`src/rtl/sensor_transform_if.sv`:
```
// Sensor/board bus for sensor_transform: chain-order input, row-major outputs.
interface sensor_transform_if #(
   parameter int W = 32
);
   logic [W-1:0] data_in;
   logic [W-1:0] data_out;
   logic [W-1:0] changed;
   logic         change_pulse;

   modport master (output data_in, input data_out, changed, change_pulse);
   modport slave  (input data_in, output data_out, changed, change_pulse);
endinterface

```
`src/rtl/sensor_transform.sv`:
```
// Serpentine sensor chain to row-major square remap with change detection.
// Optional per-bit input debounce is enabled by defining TRANSFORM_DEBOUNCE_EN.
`ifdef TRANSFORM_DEBOUNCE_EN
module sensor_transform_debounce #(
   parameter int DEBOUNCE_CYCLES = 1024
) (
   input  logic clk,
   input  logic resetn,
   input  logic raw,
   output logic stable
);
   localparam int CW = $clog2(DEBOUNCE_CYCLES + 1);

   logic [CW-1:0] cnt;

   // stable only follows raw after DEBOUNCE_CYCLES consecutive differing edges
   always_ff @(posedge clk) begin
      if (!resetn) begin
         stable <= 1'b0;
         cnt    <= '0;
      end else if (raw == stable) begin
         cnt <= '0;
      end else if (cnt == CW'(DEBOUNCE_CYCLES - 1)) begin
         stable <= raw;
         cnt    <= '0;
      end else begin
         cnt <= cnt + 1'b1;
      end
   end
endmodule
`endif

module sensor_transform #(
   parameter int ROWS            = 8,
   parameter int COLS            = 4,
   parameter int SERPENTINE      = 1,
   parameter int DEBOUNCE_CYCLES = 1024
) (
   input logic              clk,
   input logic              resetn,
   sensor_transform_if.slave bus
);
   localparam int W = ROWS * COLS;

   logic [W-1:0] src;
   logic [W-1:0] mapped;
   logic [W-1:0] data_q;
   logic [W-1:0] changed_q;
   logic         pulse_q;

`ifdef TRANSFORM_DEBOUNCE_EN
   for (genvar i = 0; i < W; i++) begin : g_deb
      sensor_transform_debounce #(
         .DEBOUNCE_CYCLES(DEBOUNCE_CYCLES)
      ) u_deb (
         .clk    (clk),
         .resetn (resetn),
         .raw    (bus.data_in[i]),
         .stable (src[i])
      );
   end
`else
   assign src = bus.data_in;
`endif

   // Odd rows run backwards along the chain when SERPENTINE is set
   for (genvar s = 0; s < W; s++) begin : g_map
      localparam int R   = s / COLS;
      localparam int C   = s % COLS;
      localparam int SRC = (SERPENTINE != 0 && (R % 2) == 1) ? (R * COLS + (COLS - 1 - C)) : s;
      assign mapped[s] = src[SRC];
   end

   always_ff @(posedge clk) begin
      if (!resetn) begin
         data_q    <= '0;
         changed_q <= '0;
         pulse_q   <= 1'b0;
      end else begin
         data_q    <= mapped;
         changed_q <= mapped ^ data_q;
         pulse_q   <= |(mapped ^ data_q);
      end
   end

   assign bus.data_out     = data_q;
   assign bus.changed      = changed_q;
   assign bus.change_pulse = pulse_q;
endmodule

```
`src/flat_wrapper.sv`:
```
// flat-port wrapper written by rule: the top's interface ports become plain ports
module sensor_transform_flat 
#(
   parameter int ROWS            = 8,
   parameter int COLS            = 4,
   parameter int SERPENTINE      = 1,
   parameter int DEBOUNCE_CYCLES = 1024
)
  (clk, resetn, bus_data_in, bus_data_out, bus_changed, bus_change_pulse);
  sensor_transform_if #(.W(32)) bus_i ();
  input logic clk;
  input logic resetn;
  input wire logic [$bits(bus_i.data_in)-1:0] bus_data_in;
  output wire logic [$bits(bus_i.data_out)-1:0] bus_data_out;
  output wire logic [$bits(bus_i.changed)-1:0] bus_changed;
  output wire logic [$bits(bus_i.change_pulse)-1:0] bus_change_pulse;
  assign bus_i.data_in = bus_data_in;
  assign bus_data_out = bus_i.data_out;
  assign bus_changed = bus_i.changed;
  assign bus_change_pulse = bus_i.change_pulse;
  sensor_transform #(.ROWS(ROWS), .COLS(COLS), .SERPENTINE(SERPENTINE), .DEBOUNCE_CYCLES(DEBOUNCE_CYCLES)) u_core (.clk(clk), .resetn(resetn), .bus(bus_i));
endmodule
```
`config.mk`:
```
export PLATFORM = sky130hd
export DESIGN_NAME = sensor_transform_flat
export DESIGN_NICKNAME = d
export VERILOG_FILES = /design/src/rtl/sensor_transform_if.sv /design/src/rtl/sensor_transform.sv /design/src/flat_wrapper.sv
export SDC_FILE = /design/constraint.sdc
export NUM_CORES = 1
export LEC_CHECK = 0
export CORE_UTILIZATION = 40
export DETAILED_ROUTE_END_ITERATION = 10
export GPL_TIMING_DRIVEN = 0
export PLACE_DENSITY = 0.78
export SLEW_MARGIN = 15
export SYNTH_ARGS = -nofsm -noshare
export SYNTH_HDL_FRONTEND = slang
export SYNTH_HIERARCHICAL = 1
export SYNTH_SLANG_ARGS = --single-unit
```
`constraint.sdc`:
```
create_clock -name clk -period 3 [get_ports clk]
set_input_delay 0.3 -clock clk [delete_from_list [all_inputs] [get_ports clk]]
set_output_delay 0.3 -clock clk [all_outputs]
set_load 0.005 [all_outputs]
```
==> impl_metrics.ini <==
[critical_path]
start_kind = flip-flop
cpPeakStageDelay_ns = 0.53
crit_slowest_cell = clkdlybuf4s50_1
crit_type = reg -> out
crit_fanout = 2
worstPathCellList = clkdlybuf4s50_1
worstPathArrival_ns = 1.20
cp-endpoint = bus_data_out[1]
reg2reg_depth = 4
worst-path-stages = 1
reg2reg_slack_ns = 1.68
path_buf_inv = 1
cp.required_ns = 2.70
crit_family = buffers and inverters
critPathLaunch = u_core/bus.data_out[1]
r2r-end = u_core/bus.change_pulse
cp-end-kind = output port
reg2reg_from = u_core/bus.data_out[22]

[die]
dieArea_um2 = 5560
start_util_pct = 41.5
core_um2 = 5070
die_h_um = 74.5
die_w_um = 74.5
io_pins = 99
rows = 26

[synth]
synth.avg_cell_area_um2 = 11.8
synth_nets = 213
seq_area_frac_synth_pct = 61.8
syn_area_um2 = 2100
synth_area_leaders = dfxtp_1 62%, and2_1 19%, xor2_1 13%
synth_top_area_share_pct = 61.8
synth_cell_type_count = 9
synthCells = 179
synth_area_leader_cell = dfxtp_1
ys_seq_elements = 65
yosysWarnings = 6

[layout]
antenna_cells = 0
area_delta_synth_final_pct = 60.3
fin_nets = 321
final_cells = 362
drive_above_1_share_pct = 6.85
fill_cells = 452

[route]
via_per_inst = 4.14
wl_per_cell_um = 12.2
ant_nets = 0
dr_total_vias = 1498
drt_iter0_markers = 66
detail_route.first_pass.iterations = 4
routed_wl_mm = 4.40
route.detailed.drc = 0

[status]
outcome = finished, final reports clean

[grt]
grt_pass1_vias = 1427
grtUsageTotal_pct = 17.3
overflow = 0
grt_start_max_net_pins = 12
grt_pass1_wl_mm = 6.82
antenna_found_initial = 0

[sta]
timing.fmax_mhz = 667
fin_ws_ns = 1.50
slew_headroom_pct = 73.9
rsz0062_at_grt = no
fin_setup_tns_ns = 0
min_period_ns = 1.50
period_share_pct = 50.0
fin_skew_ns = 0.00871
tightest_slew_ns = 0.392
finalSetupViolCount = 0
hold_violations = 0
slew_viol_final = 0

[cts]
cts_resized = 0
clkTransAtPathRegs_ns = 0.07
cts_hold_buf = 0
clock-sinks = 65
clockBufferDepth = 2
cts_made_buffers = 9
postCtsSetupRepairBufs = 0
h-tree-depth = 3
clock_latency_ns = 0.32
clock-root-buffer = clkbuf_8
cts_tree = built

[placed_design]
place_hpwl_mm = 3.36
dp_slack_ns = 1.21
place_congestion = 0.713
io_buffer_count = 97
place_inst = 346

[min_path]
hp-class = in -> reg
holdPathStages = 2

[power_and_ir_drop]
vdd_drop_max_uv = 324
pwr_density_cell_nw_per_um2 = 589
leakagePower_nw = 1.37

[job]
maxCapViolCount = 0
worst min path at each step:
stage / start / slack (ns) / end
CTS: resetn / 0.36 / u_core/bus.changed[6]
global placement: u_core/bus.data_out[18] / 0.59 / u_core/bus.changed[18]
floorplan: bus_data_in[0] / 0.42 / u_core/bus.data_out[0]
detailed placement: u_core/bus.data_out[24] / 0.61 / u_core/bus.changed[24]
finish: resetn / 0.38 / u_core/bus.changed[6]
global route: resetn / 0.40 / u_core/bus.changed[6]
power by group:
| part | switching, mW | total (mW) | internal (mW) |
|---|---|---|---|
| logic | 0.0917 | 0.269 | 0.177 |
| registers | 0.0235 | 0.945 | 0.922 |
| clock network | 0.310 | 0.774 | 0.464 |
routing by layer:
metal	vias up	wire length (um)	share of wire [%]	GRT usage, %
met2	50	2110	48	27.3
met3	4	304	6.9	4.88
li1	779	-	-	-
met1	665	1920	44	21.0
met4	0	61	1.4	10.1
met5	-	0	0	0
cell usage in the layout, fill, tap and decap left out:
cell type        netlist  routed
clkdlybuf4s50_1        0      97
dfxtp_1               65      65
and2_1                63      63
xor2_1                32      32
clkbuf_8               0       9
clkbuf_1               7       8
nor4_2                 4       4
nor4_1                 4       4
clkinv_2               0       3
bufinv_16              0       2
nand4_1                2       2
clkinvlp_4             0       1
and2_2                 1       1
o21a_1                 1       1
through the flow:
| stage | instance area [um2] | power (mW) | utilization, % | hold slack (ns) |
|---|---|---|---|---|
| 2_1_floorplan | 2100 | 1.05 | - | 0.422 |
| 6_report | 3370 | 1.99 | 66.5 | 0.384 |
| 4_1_cts | 3370 | 2.01 | 66.5 | 0.363 |
| 3_5_place_dp | 3160 | 1.24 | 62.3 | 0.607 |
| 3_3_place_gp | 3160 | 1.23 | 62.3 | 0.594 |
| 5_1_grt | 3370 | 2.07 | 66.5 | 0.400 |
flip-flops by register name, indices dropped and copies added, names as in the netlist:
name,count
u_core/bus.changed,32
u_core/bus.data_out,32
u_core/bus.change_pulse,1
final cells by class:
cell class                 count  area (um2)  area share, %
tap                           70        87.6           2.60
clock buffer                  10         128           3.78
clock inverter                 6        82.6           2.45
sequential                    65        1300           38.6
multi-input combinational    107         777           23.0
timing repair buffer          97         971           28.8
buffer                         7        26.3          0.779
cells in the mapped netlist:
| cell type | number |
|---|---|
| and2_1 | 63 |
| and2_2 | 1 |
| clkbuf_1 | 7 |
| dfxtp_1 | 65 |
| nand4_1 | 2 |
| nor4_1 | 4 |
| nor4_2 | 4 |
| o21a_1 | 1 |
| xor2_1 | 32 |
kinds of logic (layout without fill, tap and decap cells):
kind of cell           count (synthesis)  in the layout  share of synthesized area (%)
buffers and inverters                  7            120                           1.25
flip-flops                            65             65                           61.8
AO/OA/AOI/OAI                          1              1                          0.357
XOR/XNOR                              32             32                           13.3
AND/OR/NAND/NOR                       74             74                           23.2
No activity file was read; power rests on OpenSTA's default activity.
